File: config.mk
export PLATFORM = sky130hd
export DESIGN_NAME = countdown_timer
export DESIGN_NICKNAME = d
export VERILOG_FILES = /design/src/rtl/countdown_timer.sv
export SDC_FILE = /design/constraint.sdc
export NUM_CORES = 1
export LEC_CHECK = 0
export ABC_AREA = 1
export CAP_MARGIN = 10
export CORE_MARGIN = 4
export CORE_UTILIZATION = 40
export CTS_CLUSTER_DIAMETER = 30
export CTS_CLUSTER_SIZE = 30
export DETAILED_ROUTE_END_ITERATION = 10
export PLACE_DENSITY = 0.71
export SLEW_MARGIN = 20
export SYNTH_ARGS = -nofsm -noshare
export SYNTH_HDL_FRONTEND = slang
export SYNTH_SLANG_ARGS = --single-unit
File: constraint.sdc
create_clock -name clk -period 1.69 [get_ports clk]
set_clock_uncertainty 0.05 [all_clocks]
set_input_delay 0.338 -clock clk [delete_from_list [all_inputs] [get_ports clk]]
set_output_delay 0.338 -clock clk [all_outputs]
set_load 0.05 [all_outputs]
File: src/rtl/countdown_timer.sv
// Loadable down-counter: accepts a value over a valid/ready handshake and pulses done at zero.
// Optional periodic mode under COUNTDOWN_AUTO_RELOAD_EN (adds reload_en input).
module countdown_timer #(
    parameter int unsigned WIDTH = 5
) (
    input  logic             clk,
    input  logic             rst,
    input  logic             load_valid,
    input  logic [WIDTH-1:0] load_value,
    output logic             load_ready,
    input  logic             enable,
    input  logic             abort,
`ifdef COUNTDOWN_AUTO_RELOAD_EN
    input  logic             reload_en,
`endif
    output logic [WIDTH-1:0] count,
    output logic             busy,
    output logic             done
);

    localparam logic [0:0] IDLE = 1'b0;
    localparam logic [0:0] RUN  = 1'b1;

    logic [0:0]       state_q, state_d;
    logic [WIDTH-1:0] count_q, count_d;
    logic             done_q, done_d;
`ifdef COUNTDOWN_AUTO_RELOAD_EN
    logic [WIDTH-1:0] reload_val_q, reload_val_d;
`endif

    // Next-state and next-output logic
    always_comb begin
        state_d = state_q;
        count_d = count_q;
        done_d  = 1'b0;
`ifdef COUNTDOWN_AUTO_RELOAD_EN
        reload_val_d = reload_val_q;
`endif
        case (state_q)
            IDLE: begin
                if (load_valid) begin
`ifdef COUNTDOWN_AUTO_RELOAD_EN
                    reload_val_d = load_value;
`endif
                    if (load_value != '0) begin
                        count_d = load_value;
                        state_d = RUN;
                    end else begin
                        done_d = 1'b1;
                    end
                end
            end
            RUN: begin
                if (abort) begin
                    count_d = '0;
                    state_d = IDLE;
                end else if (enable) begin
                    // count is never 0 in RUN, so the else branch is the terminal count
                    if (count_q > WIDTH'(1)) begin
                        count_d = count_q - WIDTH'(1);
                    end else begin
                        done_d = 1'b1;
`ifdef COUNTDOWN_AUTO_RELOAD_EN
                        if (reload_en) begin
                            count_d = reload_val_q;
                        end else begin
                            count_d = '0;
                            state_d = IDLE;
                        end
`else
                        count_d = '0;
                        state_d = IDLE;
`endif
                    end
                end
            end
            default: begin
                count_d = '0;
                state_d = IDLE;
            end
        endcase
    end

    // State registers with synchronous reset
    always_ff @(posedge clk) begin
        if (rst) begin
            state_q <= IDLE;
            count_q <= '0;
            done_q  <= 1'b0;
`ifdef COUNTDOWN_AUTO_RELOAD_EN
            reload_val_q <= '0;
`endif
        end else begin
            state_q <= state_d;
            count_q <= count_d;
            done_q  <= done_d;
`ifdef COUNTDOWN_AUTO_RELOAD_EN
            reload_val_q <= reload_val_d;
`endif
        end
    end

    assign count      = count_q;
    assign done       = done_q;
    assign busy       = (state_q == RUN);
    assign load_ready = (state_q == IDLE);

endmodule

# --- Word-level counts from Yosys, hierarchy flattened ---
# Cells that the tools add are included.
op_classes:
  add_sub_neg: 1
  magnitude_cmp: 1
  n_eq_ne: 3
  mux: 18
  n_bitwise: 1
  n_reduce_logical: 2
ops:
  columns: ["cell", "count"]
  rows:
  - ["$mux W5", 5]
  - ["$mux W1", 10]
  - ["$pmux W5 S2", 1]
  - ["$gt A5 B1 Y1 const B", 1]
  - ["$reduce_bool A5 Y1", 1]
  - ["$sub A5 B1 Y5 const B", 1]
  - ["$pmux W1 S2", 2]
  - ["$ne A3 B3 Y1 const B", 1]
  - ["$reduce_and A3 Y1", 1]
  - ["$ne A2 B1 Y1 const B", 1]
  - ["$ne A2 B2 Y1 const B", 1]
  - ["$not A1 Y1", 1]
word_totals:
  ff_bits: 7
  in_bits: 10
  wordCells: 29

# --- Depth between registers and ports, before layout ---
logic_depth:
  word_depth: 5
  mapped_depth: 8

# --- Worst setup path before layout ---
# No wires, ideal clock.
synth_path:
  kind: "register -> register"
  startpoint: "register count_q[1] (netlist: count[1])"
  endpoint: "register count_q[2] (netlist: count[2])"
  setup_time_ns: 0.064
  arrival_ns: 1.555
  t_required_ns: 1.576
  slack_ns: 0.022
  path_stages_with_launch: 9
  path_buffers: 0
  synth_period_minus_slack_ns: 1.668
  path_cell_list: "dfxtp_1 > inv_1 > ha_1 > o21bai_1 > nand2_2 > nand2_4 > nor2_2 > nor2_1 > nor2_1"
synth_via:
  elab_chain_len: 5
synth_rtl:
  columns: ["item", "line_no", "text"]
  rows:
  - ["from (decl)", "25", "logic [WIDTH-1:0] count_q, count_d;"]
  - ["from (signal assigned)", "95", "count_q <= count_d;"]
  - ["$sub A5 B1 Y5 or $gt A5 B1 Y1 (tied branches)", "60, 59", null]
  - ["$mux W5 (*)", "59", "if (count_q > WIDTH'(1)) begin"]
  - ["$mux W5 (*)", "57", "end else if (enable) begin"]
  - ["$mux W5 (*)", "54", "if (abort) begin"]
  - ["$pmux W5 S2 (*)", "39", "case (state_q)"]
# Mark *: on every way between the ends. The rest lies on a longest branch, timed or not. The select of a mux whose other input is x is not followed.
# A chain may end at the register's enable or synchronous reset.

# --- Worst setup path after layout ---
layout_path:
  startpoint: "register count_q[1] (netlist: count[1])"
  endpoint: "register count_q[3] (netlist: count[3])"
# The elaborated chain is that of the path after synthesis.

==> reports/summary.txt <==
Final Hold Vio Count = 0
Worst slew pin tran = 0.293 ns
Fmax = 0.688 GHz
Max Cap Viol = 0
Final period util = 0.861
Multi-input logic area = 370 sq um
Row count = 13
# diodes = 0
Final cell utilization of the core = 0.638
Post-layout minimum cycle time = 1.45 ns
Leakage power = 0.000410 uW
CTS tree = done
Layout cells sized above 1 = 0.278
Fin. max-slew vios = 0
Startpoint Class = flip-flop
Worst-path clk slew = 0.05 ns
PnR worst setup slack = 0.235 ns
GRT overflow = 0
Maximum clock path buffer count = 2
Die Wd = 45.0 um
Reg area = 140 sq um
Critical Path Fanout Max = 4
Post-Synthesis Cells = 87
Worst slew margin = 0.804
Pwr Density = 826 mW/mm^2
CTS sink cnt = 7
Synth unique cells = 16
Largest net degree at the start of global routing = 8
Die Ht = 45.0 um
Routed len/inst = 10.1 um
Vias per cell = 4.76
Syn_area_per_cell = 6.30 sq um
Mapped cell area = 548 sq um
Post-CTS sizing = 0
Syn Nets = 99
DP Wirelength = 1050 um
Core ar. = 0.00130 sq mm
Nets = 121
CTS buffer count = 3
DRC viols = 0
Fin Hold WS = 0.625 ns
Worst-Skew Late Latency = 0.26 ns
Gr usage total = 0.143
Initial Utilization = 0.421
I/O pin cnt = 18
Worst EP arrival = 1.60 ns
Final ANT Viol Nets = 0
Commonest non-fill, non-tap cells in the layout = nand2_1 (23), nor2_1 (13), nand3_1 (10), clkdlybuf4s50_1 (9), nor2_2 (8)
# Post-CTS Setup Buffers = 0
HP Class = in2reg
Port bufs = 17
Setup CP Type = reg2reg
1st-iter DRT viols = 3
Fillers = 122
Via Count = 586
RSZ-0062 raised after global routing = no
Crit end category = flip-flop
Setup TNS = 0 ns
H-Tree Depth = 1
Die Area = 0.00203 sq mm
Status = finished clean
Seq/Total Area, Yosys = 0.256
First-pass GRT wire length = 2120 um
CP required = 1.84 ns
Max IR drop VDD = 0.000485 V
Overall power = 686 uW
Hold-fix buffers, CTS = 0
Synthesis warning total = 0
Gpl congestion = 0.806
Root buf cell = clkbuf_4
Commonest non-fill, non-tap cell in the layout = nand2_1
Flops & latches, synth = 7
Placement Setup Slack = 0.103 ns
Post-Route WL = 1240 um
Area growth syn-to-layout = 51.6%
DRT Pass-1 Iters = 2
Initial antenna violation count = 0
Final setup viols = 0
Vias in the first global route = 565
## worst paths after layout
| check | startpoint | end | slack, ns | cells past startpoint |
|---|---|---|---|---|
| worst max-delay path | count[1] | count[3] | 0.24 | 8 |
| worst min register to register | count[4] | count[4] | 0.63 | 4 |
| worst max register to register | count[1] | count[3] | 0.24 | 8 |
| worst min-delay path | rst | done | 0.63 | 2 |
## cell type report
| type | count | share of cell area |
|---|---|---|
| multi-input cells | 70 | 0.446 |
| repair buffers | 17 | 0.286 |
| flip-flops and latches | 7 | 0.169 |
| inverters | 10 | 0.0452 |
| clock buffers | 4 | 0.0316 |
| well taps | 15 | 0.0226 |
## kinds of logic (layout without fill, tap and decap cells)
logic type | after synthesis | in the layout | synth area share
buf+inv | 10 | 31 | 0.0685
compound gates | 4 | 4 | 0.0480
xor+xnor | 1 | 1 | 0.0160
simple gates | 63 | 63 | 0.566
fa+ha+maj | 2 | 2 | 0.0457
flops | 7 | 7 | 0.256
## synthesized netlist by cell type, drive strengths merged
library cell | instances | area share
ha | 2 | 0.046
nand3 | 10 | 0.091
nand2 | 28 | 0.22
dfxtp | 7 | 0.26
o21ai | 1 | 0.016
o21bai | 1 | 0.014
nand4 | 3 | 0.034
nor2 | 22 | 0.22
inv | 10 | 0.068
xnor2 | 1 | 0.016
a21oi | 2 | 0.018
## metal layers
metal	vias up	routed length, um	GRT usage
li1	316	-	-
met5	-	0	0
met4	0	31	0.0877
met2	19	603	0.254
met3	5	93	0.0438
met1	246	511	0.144
## flip-flops by register name, summed over array words and instances (netlist names)
name   flops
busy       1
count      5
done       1
## worst max-delay path: stages (launching register included)
cell,delay (ns)
dfxtp_1,0.43
inv_1,0.12
ha_1,0.21
o21bai_1,0.21
nand2_2,0.11
nand2_4,0.07
nor2_2,0.08
nor2_1,0.05
nor2_1,0.08
## per-stage QoR
| stage | area [sq um] | cells |
|---|---|---|
| after floorplan | 548 | 87 |
| after global placement | 805 | 119 |
| after detailed placement | 805 | 119 |
| after CTS | 831 | 123 |
| after global routing | 831 | 123 |
| final | 831 | 123 |
## power breakdown
part	leakage (uW)	switching (uW)	internal (uW)
Clock	0.0000150	66.2	90.4
Combinational	0.000337	180	140
Sequential	0.0000579	29.0	181
(Power assumes the default switching activity.)
==> RTL edit: new RTL, config.mk and constraints unchanged <==
Set the parameter `WIDTH` to 10 (it was 5).
--- a/src/rtl/countdown_timer.sv
+++ b/src/rtl/countdown_timer.sv
@@ -1,7 +1,7 @@
 // Loadable down-counter: accepts a value over a valid/ready handshake and pulses done at zero.
 // Optional periodic mode under COUNTDOWN_AUTO_RELOAD_EN (adds reload_en input).
 module countdown_timer #(
-    parameter int unsigned WIDTH = 5
+    parameter int unsigned WIDTH = 10
 ) (
     input  logic             clk,
     input  logic             rst,
Interface: changed (resized count and load_value); port bits go from 18 to 28. The function was not compared with the original's and may differ.
==> RTL edit against the unedited design <==
- design area increased by 61%
- sequential share of layout area rose by 1.3 points
- routed wire length is 110% higher
- sequential cell count grew 5
- synthesized area up 65%
- non-clock buffer count grew 14
- power increased by 53%
- fmax fell by 5.5%
- sequential power grew 69%
- worst setup slack got worse by 0.084 ns
- largest cell class unchanged
==> RTL edit: results (changes against the unedited design) <==
| Metric | Value |
|---|---|
| Pint | 606.4 uW (was 411.5 uW) |
| Setup violations, final | 0 (unchanged) |
| Clock insertion delay at the later pin of the skew report | 0.26 ns (about the same) |
| HP Class | reg2reg (was in2reg) |
| Most frequent cells after synthesis | 44 x nand2_1, 35 x nor2_1, 12 x dfxtp_1, 12 x nand3_1 (was 23 x nand2_1, 13 x nor2_1, 10 x nand3_1) |
| Layout Nets | 207 (was 121) |
| Top delay family on crit path | simple AND/OR/NAND/NOR gates (was flip-flops) |
| Total GRT Usage | 17.20% (was 14.33%) |
| Critical path's slowest cell | dfxtp_2 (was dfxtp_1) |
| Routed WL per cell | 11.87 um (was 10.07 um) |
| Share of cells above drive strength 1 | 19.15% (was 27.78%) |
| DPL Wire Length | 2058 um (was 1047 um) |
| Worst rel slew slack | 79.93% (was 80.45%) |
| Max VDD drop | 478.3 uV (was 484.7 uV) |
| Unique masters post-synth | 22 (was 16) |
| Cts bufs inserted | 3 (unchanged) |
| DRT iter0 DRCs | 24 (was 3) |
| H-tree levels | 1 (unchanged) |
| Vias in the first global route | 1094 (was 565) |
| Lkg Pwr | 0.0006319 uW (was 0.0004098 uW) |
| Crit Path Max Fanout | 4 (unchanged) |
| Synthesized net count | 173 (was 99) |
| Post-synth ARST share | 0% (unchanged) |
| ANT cells | 0 (unchanged) |
| Sw Share | 42.40% (was 40.06%) |
| Antenna violations before repair | 0 (unchanged) |
| First-pass DRT Iterations | 4 (was 2) |
| Clock Tree Buf Depth | 2 (unchanged) |
| Post-CTS sizing | 0 (unchanged) |
| Top cells by area, synth | dfxtp_1 27%, nand2_1 18%, nor2_1 15% (was dfxtp_1 26%, nand2_1 16%, nand3_1 9.1%) |
| First-pass GRT wire length | 4402 um (was 2118 um) |
| GPL Wtd Cong | 0.9200 (was 0.8058) |
| DP Area | 1305 um2 (was 804.5 um2) |
| Largest net degree at the start of global routing | 13 (was 8) |
| Gate power share | 49.9% (was 46.6%) |
| Clk root buf | clkbuf_4 (unchanged) |
| Slowest stage delay, CP | 0.34 ns (was 0.43 ns) |
| Sequential power share | 33.7% (was 30.6%) |
| Largest register FFs | 10 (was 5) |
| Arrival time worst endpoint | 1.65 ns (was 1.60 ns) |
| CTS clock-pin slew for the worst setup and hold paths | 0.07 ns (was 0.05 ns) |
| Register area share after synthesis | 26.59% (was 25.57%) |
| # port buffers | 27 (was 17) |
| Vias per cell | 5.009 (was 4.764) |
| Outcome | completed (unchanged) |
[RTL edit: changes by cell type after synthesis, sizes merged, moves of 3 or more]
cell / delta
o21ai: +13
dfxtp: +5
nand3: +3
nor2: +14
inv: +8
nand2: +17
a21oi: +3
[RTL edit: metrics by stage]
| step | worst slack [ns] | std cells | utilization, % |
|---|---|---|---|
| 2_1_floorplan | 0.09512 | 156 | - |
| 3_5_place_dp | -0.1034 | 212 | 63.29 |
| 4_1_cts | 0.1615 | 215 | 64.38 |
| 3_3_place_gp | -0.08060 | 212 | 63.29 |
| 5_1_grt | -0.02157 | 215 | 64.81 |
| 6_report | 0.1511 | 215 | 64.81 |
[RTL edit: path summary, 6_finish.rpt]
| path | startpoint | to | slack [ns] | cells after the start |
|---|---|---|---|---|
| setup / recovery | count[0] | count[3] | 0.15 | 9 |
| hold / removal | count[1] | count[1] | 0.47 | 2 |
| setup reg to reg | count[0] | count[3] | 0.15 | 9 |
| hold reg to reg | count[1] | count[1] | 0.47 | 2 |
[RTL edit: cell families (layout without fill, tap and decap cells)]
logic type | count (synthesis) | in the layout | share of synthesized area [%]
AOI/OAI and AO/OA | 23 | 23 | 15.10
xor gates and xnor gates | 2 | 2 | 1.939
buffers and inverters | 20 | 52 | 9.141
adders and majority gates | 2 | 2 | 2.770
DFF | 12 | 12 | 26.59
and+or+nand+nor | 97 | 97 | 44.46
[RTL edit: final cells by class]
type	count	area, um2
Clock buffer	3	22.52
Fill cell	186	725.7
Inverter	18	67.56
Multi-Input combinational cell	124	589.3
Sequential cell	12	242.7
Tap cell	27	33.78
Timing Repair Buffer	31	380.4
[RTL edit: per-layer routing]
metal	vias to the layer above	track usage (%)	part of all wire, %
li1	562	-	-
met1	467	19.27	41
met2	43	30.91	50
met3	5	3.730	8.7
met4	0	7.292	0.74
met5	-	0	0
